[src/rtl/jtcop_paldma.sv]
// Palette DMA: copies the whole shadow palette into the active palette RAM on request.
// Define JTCOP_PALDMA_BLANKONLY_EN to restrict writes to vertical blanking (pause/resume on LVBL).
module jtcop_paldma #(
   parameter int AW = 10,
   parameter int DW = 16
) (
   input  logic          clk,
   input  logic          rst_n,
   input  logic          LVBL,
   input  logic          dma_req,
   output logic [AW-1:0] sh_addr,
   input  logic [DW-1:0] sh_dout,
   output logic [AW-1:0] pal_addr,
   output logic [DW-1:0] pal_data,
   output logic [1:0]    pal_we,
   output logic          busy,
   output logic          done
);

   typedef enum logic [1:0] {
      IDLE,
      WAIT,
      PRIME,
      COPY
   } state_t;

   state_t        state, state_nx;
   logic [AW-1:0] rd_cnt, wr_cnt;
   logic          rearm;
   logic          blank;
   logic          write;
   logic          last;

`ifdef JTCOP_PALDMA_BLANKONLY_EN
   assign blank = ~LVBL;
`else
   logic unused_lvbl;
   assign unused_lvbl = LVBL;
   assign blank       = 1'b1;
`endif

   // A COPY cycle outside blanking writes nothing: the word read for it is simply dropped.
   assign write = (state == COPY) && blank;
   assign last  = (wr_cnt == {AW{1'b1}});

   assign busy     = (state != IDLE);
   assign sh_addr  = rd_cnt;
   assign pal_we   = {2{write}};
   assign pal_addr = write ? wr_cnt  : '0;
   assign pal_data = write ? sh_dout : '0;

   // NOTE: the next-state default is assigned first so no path through the case infers a latch.
   always_comb begin
      state_nx = state;
      case (state)
         IDLE:  if (dma_req) state_nx = WAIT;
         WAIT:  if (blank)   state_nx = PRIME;
         PRIME: state_nx = COPY;
         COPY: begin
            if (!blank)
               state_nx = WAIT;
            else if (last)
               state_nx = (rearm || dma_req) ? WAIT : IDLE;
         end
         default: state_nx = IDLE;
      endcase
   end

   // NOTE: sequential state uses non-blocking assignments so every register samples pre-edge values.
   always_ff @(posedge clk or negedge rst_n) begin
      if (!rst_n)
         state <= IDLE;
      else
         state <= state_nx;
   end

   always_ff @(posedge clk or negedge rst_n) begin
      if (!rst_n) begin
         rd_cnt <= '0;
         wr_cnt <= '0;
         rearm  <= 1'b0;
         done   <= 1'b0;
      end else begin
         done <= write && last;
         // Requests arriving mid-copy collapse into a single follow-on copy.
         if (busy) begin
            if (write && last)
               rearm <= 1'b0;
            else if (dma_req)
               rearm <= 1'b1;
         end
         case (state)
            IDLE: begin
               if (dma_req) begin
                  rd_cnt <= '0;
                  wr_cnt <= '0;
               end
            end
            PRIME: rd_cnt <= rd_cnt + AW'(1);
            COPY: begin
               if (!blank) begin
                  // Rewind the read side to the first unwritten word for the next PRIME.
                  rd_cnt <= wr_cnt;
               end else if (last) begin
                  rd_cnt <= '0;
                  wr_cnt <= '0;
               end else begin
                  rd_cnt <= rd_cnt + AW'(1);
                  wr_cnt <= wr_cnt + AW'(1);
               end
            end
            default: ;
         endcase
      end
   end

endmodule

[config.mk]
export PLATFORM = sky130hd
export DESIGN_NAME = jtcop_paldma
export DESIGN_NICKNAME = d
export VERILOG_FILES = /design/src/rtl/jtcop_paldma.sv
export SDC_FILE = /design/constraint.sdc
export NUM_CORES = 1
export LEC_CHECK = 0
export BUFFER_PORTS_ARGS = -buffer_cell sky130_fd_sc_hd__clkbuf_2
export CAP_MARGIN = 20
export CELL_PAD_IN_SITES_DETAIL_PLACEMENT = 1
export CELL_PAD_IN_SITES_GLOBAL_PLACEMENT = 1
export CORE_ASPECT_RATIO = 0.8
export CORE_MARGIN = 8
export CORE_UTILIZATION = 37
export CTS_CLUSTER_DIAMETER = 40
export DETAILED_ROUTE_END_ITERATION = 10
export PLACE_DENSITY_LB_ADDON = 0.1
export SYNTH_ARGS = -nofsm -noshare
export SYNTH_HDL_FRONTEND = slang
export SYNTH_SLANG_ARGS = --single-unit
export TNS_END_PERCENT = 20
[constraint.sdc]
create_clock -name clk -period 5.5 [get_ports clk]
set_input_delay 0.275 -clock clk [delete_from_list [all_inputs] [get_ports clk]]
set_output_delay 0.275 -clock clk [all_outputs]
set_load 0.1 [all_outputs]
==> implementation parameters <==
Parameter                              Value

Setup path
  Top cell family by delay on the critical path ... adder cells
  Max FO, Critical Path ... 33
  Ordered cell list for the critical path ... ha_1 > mux2i_1 > nor4_1 > xnor2_1 > nor2_1
  Startpoint of the most critical register-to-register path ... state[1]
  Required time of the critical path ... between 5000 and 6000 ps
  Capture instance of the worst register-to-register path ... wr_cnt[9]
  CP max-delay cell ... ha_1
  Reg2Reg Depth ... 5
  Critical path startpoint category ... register
  Delay contributed by the slowest stage of the critical path ... 740 ps
  Kind of end point of the critical path ... register
  Buffers plus inverters on the worst setup path ... 0
  Flop-to-flop setup slack ... about 3000 ps
  Critical path class ... reg -> reg
  Arrival time of data at the critical path endpoint ... roughly 2600 ps

Synth
  Top_reg_cell synth ... dfrtp_1
  Share of flip-flops with an asynchronous set or reset after synthesis ... between 90% and 100%
  Count of warnings emitted by yosys ... 0
  Top cells by area in the synthesized netlist ... dfrtp_1 (41%), and2_1 (11%), xnor2_1 (8.9%)
  Cell types with the highest counts after synthesis ... and2_1 (25), dfrtp_1 (24), nor2_1 (20), xnor2_1 (15), nand2_1 (8)
  Library cell with the largest summed area after synthesis ... dfrtp_1
  Average cell area after synthesis ... about 9 sq um
  Proportion of netlist area held by the largest area contributor ... between 40% and 50%
  Sequential area share after synthesis ... 40.61%
  Post-synth EDFFs ... 0
  Most frequent cell after synthesis ... and2_1
  Number of standard cells after synthesis ... between 150 and 200
  Net count of the mapped netlist ... approximately 190
  Post-synth cell types ... 32
  Post-synthesis sequential element count ... 24
  Cell area after technology mapping ... roughly 1500 sq um

STA
  Worst clock skew ... between 1.5 and 2 ps
  Final setup violating endpoints ... 0
  Final hold violation count ... 1
  Number of pins with negative max-slew slack in the final report ... 0
  Max-slew headroom ... between 40% and 50%
  Worst-margin pin slew ... 854.0 ps
  Unrepaired setup endpoints after global routing ... no
  TNS Setup ... 0 ps
  Worst hold slack across all endpoints ... -0.3497 ps
  Final min period ... 2460 ps
  Final clock period utilization by the worst path ... around 45%
  Fmax ... 0.4065 GHz

Route
  DRT Wirelength ... ~4.3 mm
  Count of routing violations after the opening detailed-route iteration ... between 50 and 60
  DRT antenna net count ... 0
  Final routed wire length divided by cell count ... ~16 um
  Via count normalized by instance count ... approximately 5.0
  DRC viols ... 0
  Vias after detailed routing ... around 1400
  First drt pass iteration count ... 4

Die
  Width of the die ... ~87 um
  Std-Cell Core Area ... ~3800 sq um
  Starting density of the core ... approximately 39%
  I/O pin count ... 60
  Number of rows created at floorplan ... 20
  Chip height ... between 70 and 80 um
  Area of the die ... roughly 6300 sq um

Clock tree
  Clock root cell ... clkbuf_8
  Clock Pin Slew Worst Setup and Hold Paths ... 80 ps
  CTS tree ... yes
  Number of levels in the clock H-tree ... 1
  Sink count of the clock tree ... 24
  Max Root-Sink Buffers ... 2
  Clock latency reported for the late side of the worst-skew pair ... 270 ps
  Inserted Clock Buffers ... 3
  Total setup buffers inserted after CTS ... 0
  Hold buffer count at cts ... 0
  Post-cts sizing count ... 0

Global route
  Antenna violations before repair ... 0
  Met1 global-route usage ... 17.14%
  Most used routing layer ... met2
  Met3 usage ... around 6.5%
  Met2 track utilization from global routing ... about a quarter
  Global-route usage over all layers ... between 10% and 20%
  Maximum number of pins on one net before global-route repair ... 34
  Remaining global-route overflow ... 0
  Number of global-route vias before repair ... approximately 1500
  Global-route wire length before repair ... ~7.4 mm

Final layout
  Layout area overhead ... 24.96%
  Final-layout fill cell count ... 488
  Final nets ... approximately 250
  Diode insertion count for antenna repair ... 0
  Share of final-layout standard cells stronger than drive strength 1 ... between 30% and 40%
  Final cell utilization of the core ... between 40% and 50%

Placed design
  DPL Wire Length ... around 3.4 mm
  Number of buffer cells added on primary ports ... just under 60
  GP Congestion ... ~0.78

Outcome
  Outcome ... complete, but fails checks
  Failing checks ... hold timing

Power
  Worst vdd ir ... between 0.1 and 0.15 mV
  Leakage component of the power ... slightly above 0.0009 uW
  Pwr/cell area ... between 150 and 200 nW/um^2

Run
  Number of violations of the max-capacitance limit ... 0

Worst hold path
  Worst min-delay path category ... in -> async
==> report_power, final <==
part	switching [uW]	internal, uW
clock	57.0	64.0
combinational	55.1	11.3
sequential	0.0000000000000173	176
total	112	252
==> through the flow <==
stage	hold slack [ps]	std cells	total power, uW	area (sq um)	setup slack [ps]
2_1_floorplan	-20.59	164	230.0	1479	3254
3_3_place_gp	312.2	269	246.3	1793	3132
3_5_place_dp	320.2	269	247.0	1793	2971
4_1_cts	13.73	273	370.2	1848	2961
5_1_grt	26.68	273	378.9	1848	2684
6_report	-0.3497	273	363.7	1848	3040
==> cells in the final DEF, fill, tap and decap left out, drive strengths merged <==
master and instances:
a21oi 7, a31o 1, a32oi 1, and2 25
and3b 1, buf 1, clkbuf 62, dfrtp 24
ha 7, inv 6, mux2i 1, nand2 8
nand2b 2, nand3 6, nand4 4, nor2 20
nor2b 3, nor3 6, nor3b 1, nor4 4
nor4b 1, o211ai 1, o21ai 4, o22ai 1
o31ai 2, or2 2, or3 2, xnor2 15
==> metal layers <==
layer	up-vias	part of all wire, %
li1	649	-
met1	644	46
met2	54	43
met3	5	9.8
met4	0	1.1
met5	-	0
==> worst max path at each step <==
stage                  start          end  slack [ps]  cells after the start
finish              state[1]    wr_cnt[9]        3040                      5
global route        state[1]    wr_cnt[4]        2680                      4
CTS                 state[1]  pal_addr[8]        2960                      4
global placement    state[1]    wr_cnt[3]        3130                      4
detailed placement  state[1]    wr_cnt[9]        2970                      5
floorplan           state[1]  pal_addr[8]        3250                      3
==> sequential cells by signal, summed over array words and instances, names as in the netlist <==
| name | cells |
|---|---|
| state | 2 |
| rearm | 1 |
| done | 1 |
| sh_addr | 10 |
| wr_cnt | 10 |
==> final cells by class <==
class                      count  area [sq um]  share of cell area [%]
multi-input combinational    125         803.3                   43.47
tap                           55         68.82                   3.724
inverter                       6         22.52                   1.219
sequential                    24         600.6                   32.50
clock buffer                   4         55.05                   2.979
timing repair buffer          59         297.8                   16.11
==> cells by family after synthesis <==
kind of cell | Yosys count | synth area share, %
compound gates | 17 | 7.784
fa+ha+maj | 7 | 5.922
buf+inv | 15 | 5.075
xor+xnor | 15 | 8.884
mux | 1 | 0.6768
flops | 24 | 40.61
simple gates | 85 | 31.05
Note: power is estimated with default switching activity, not from simulation.
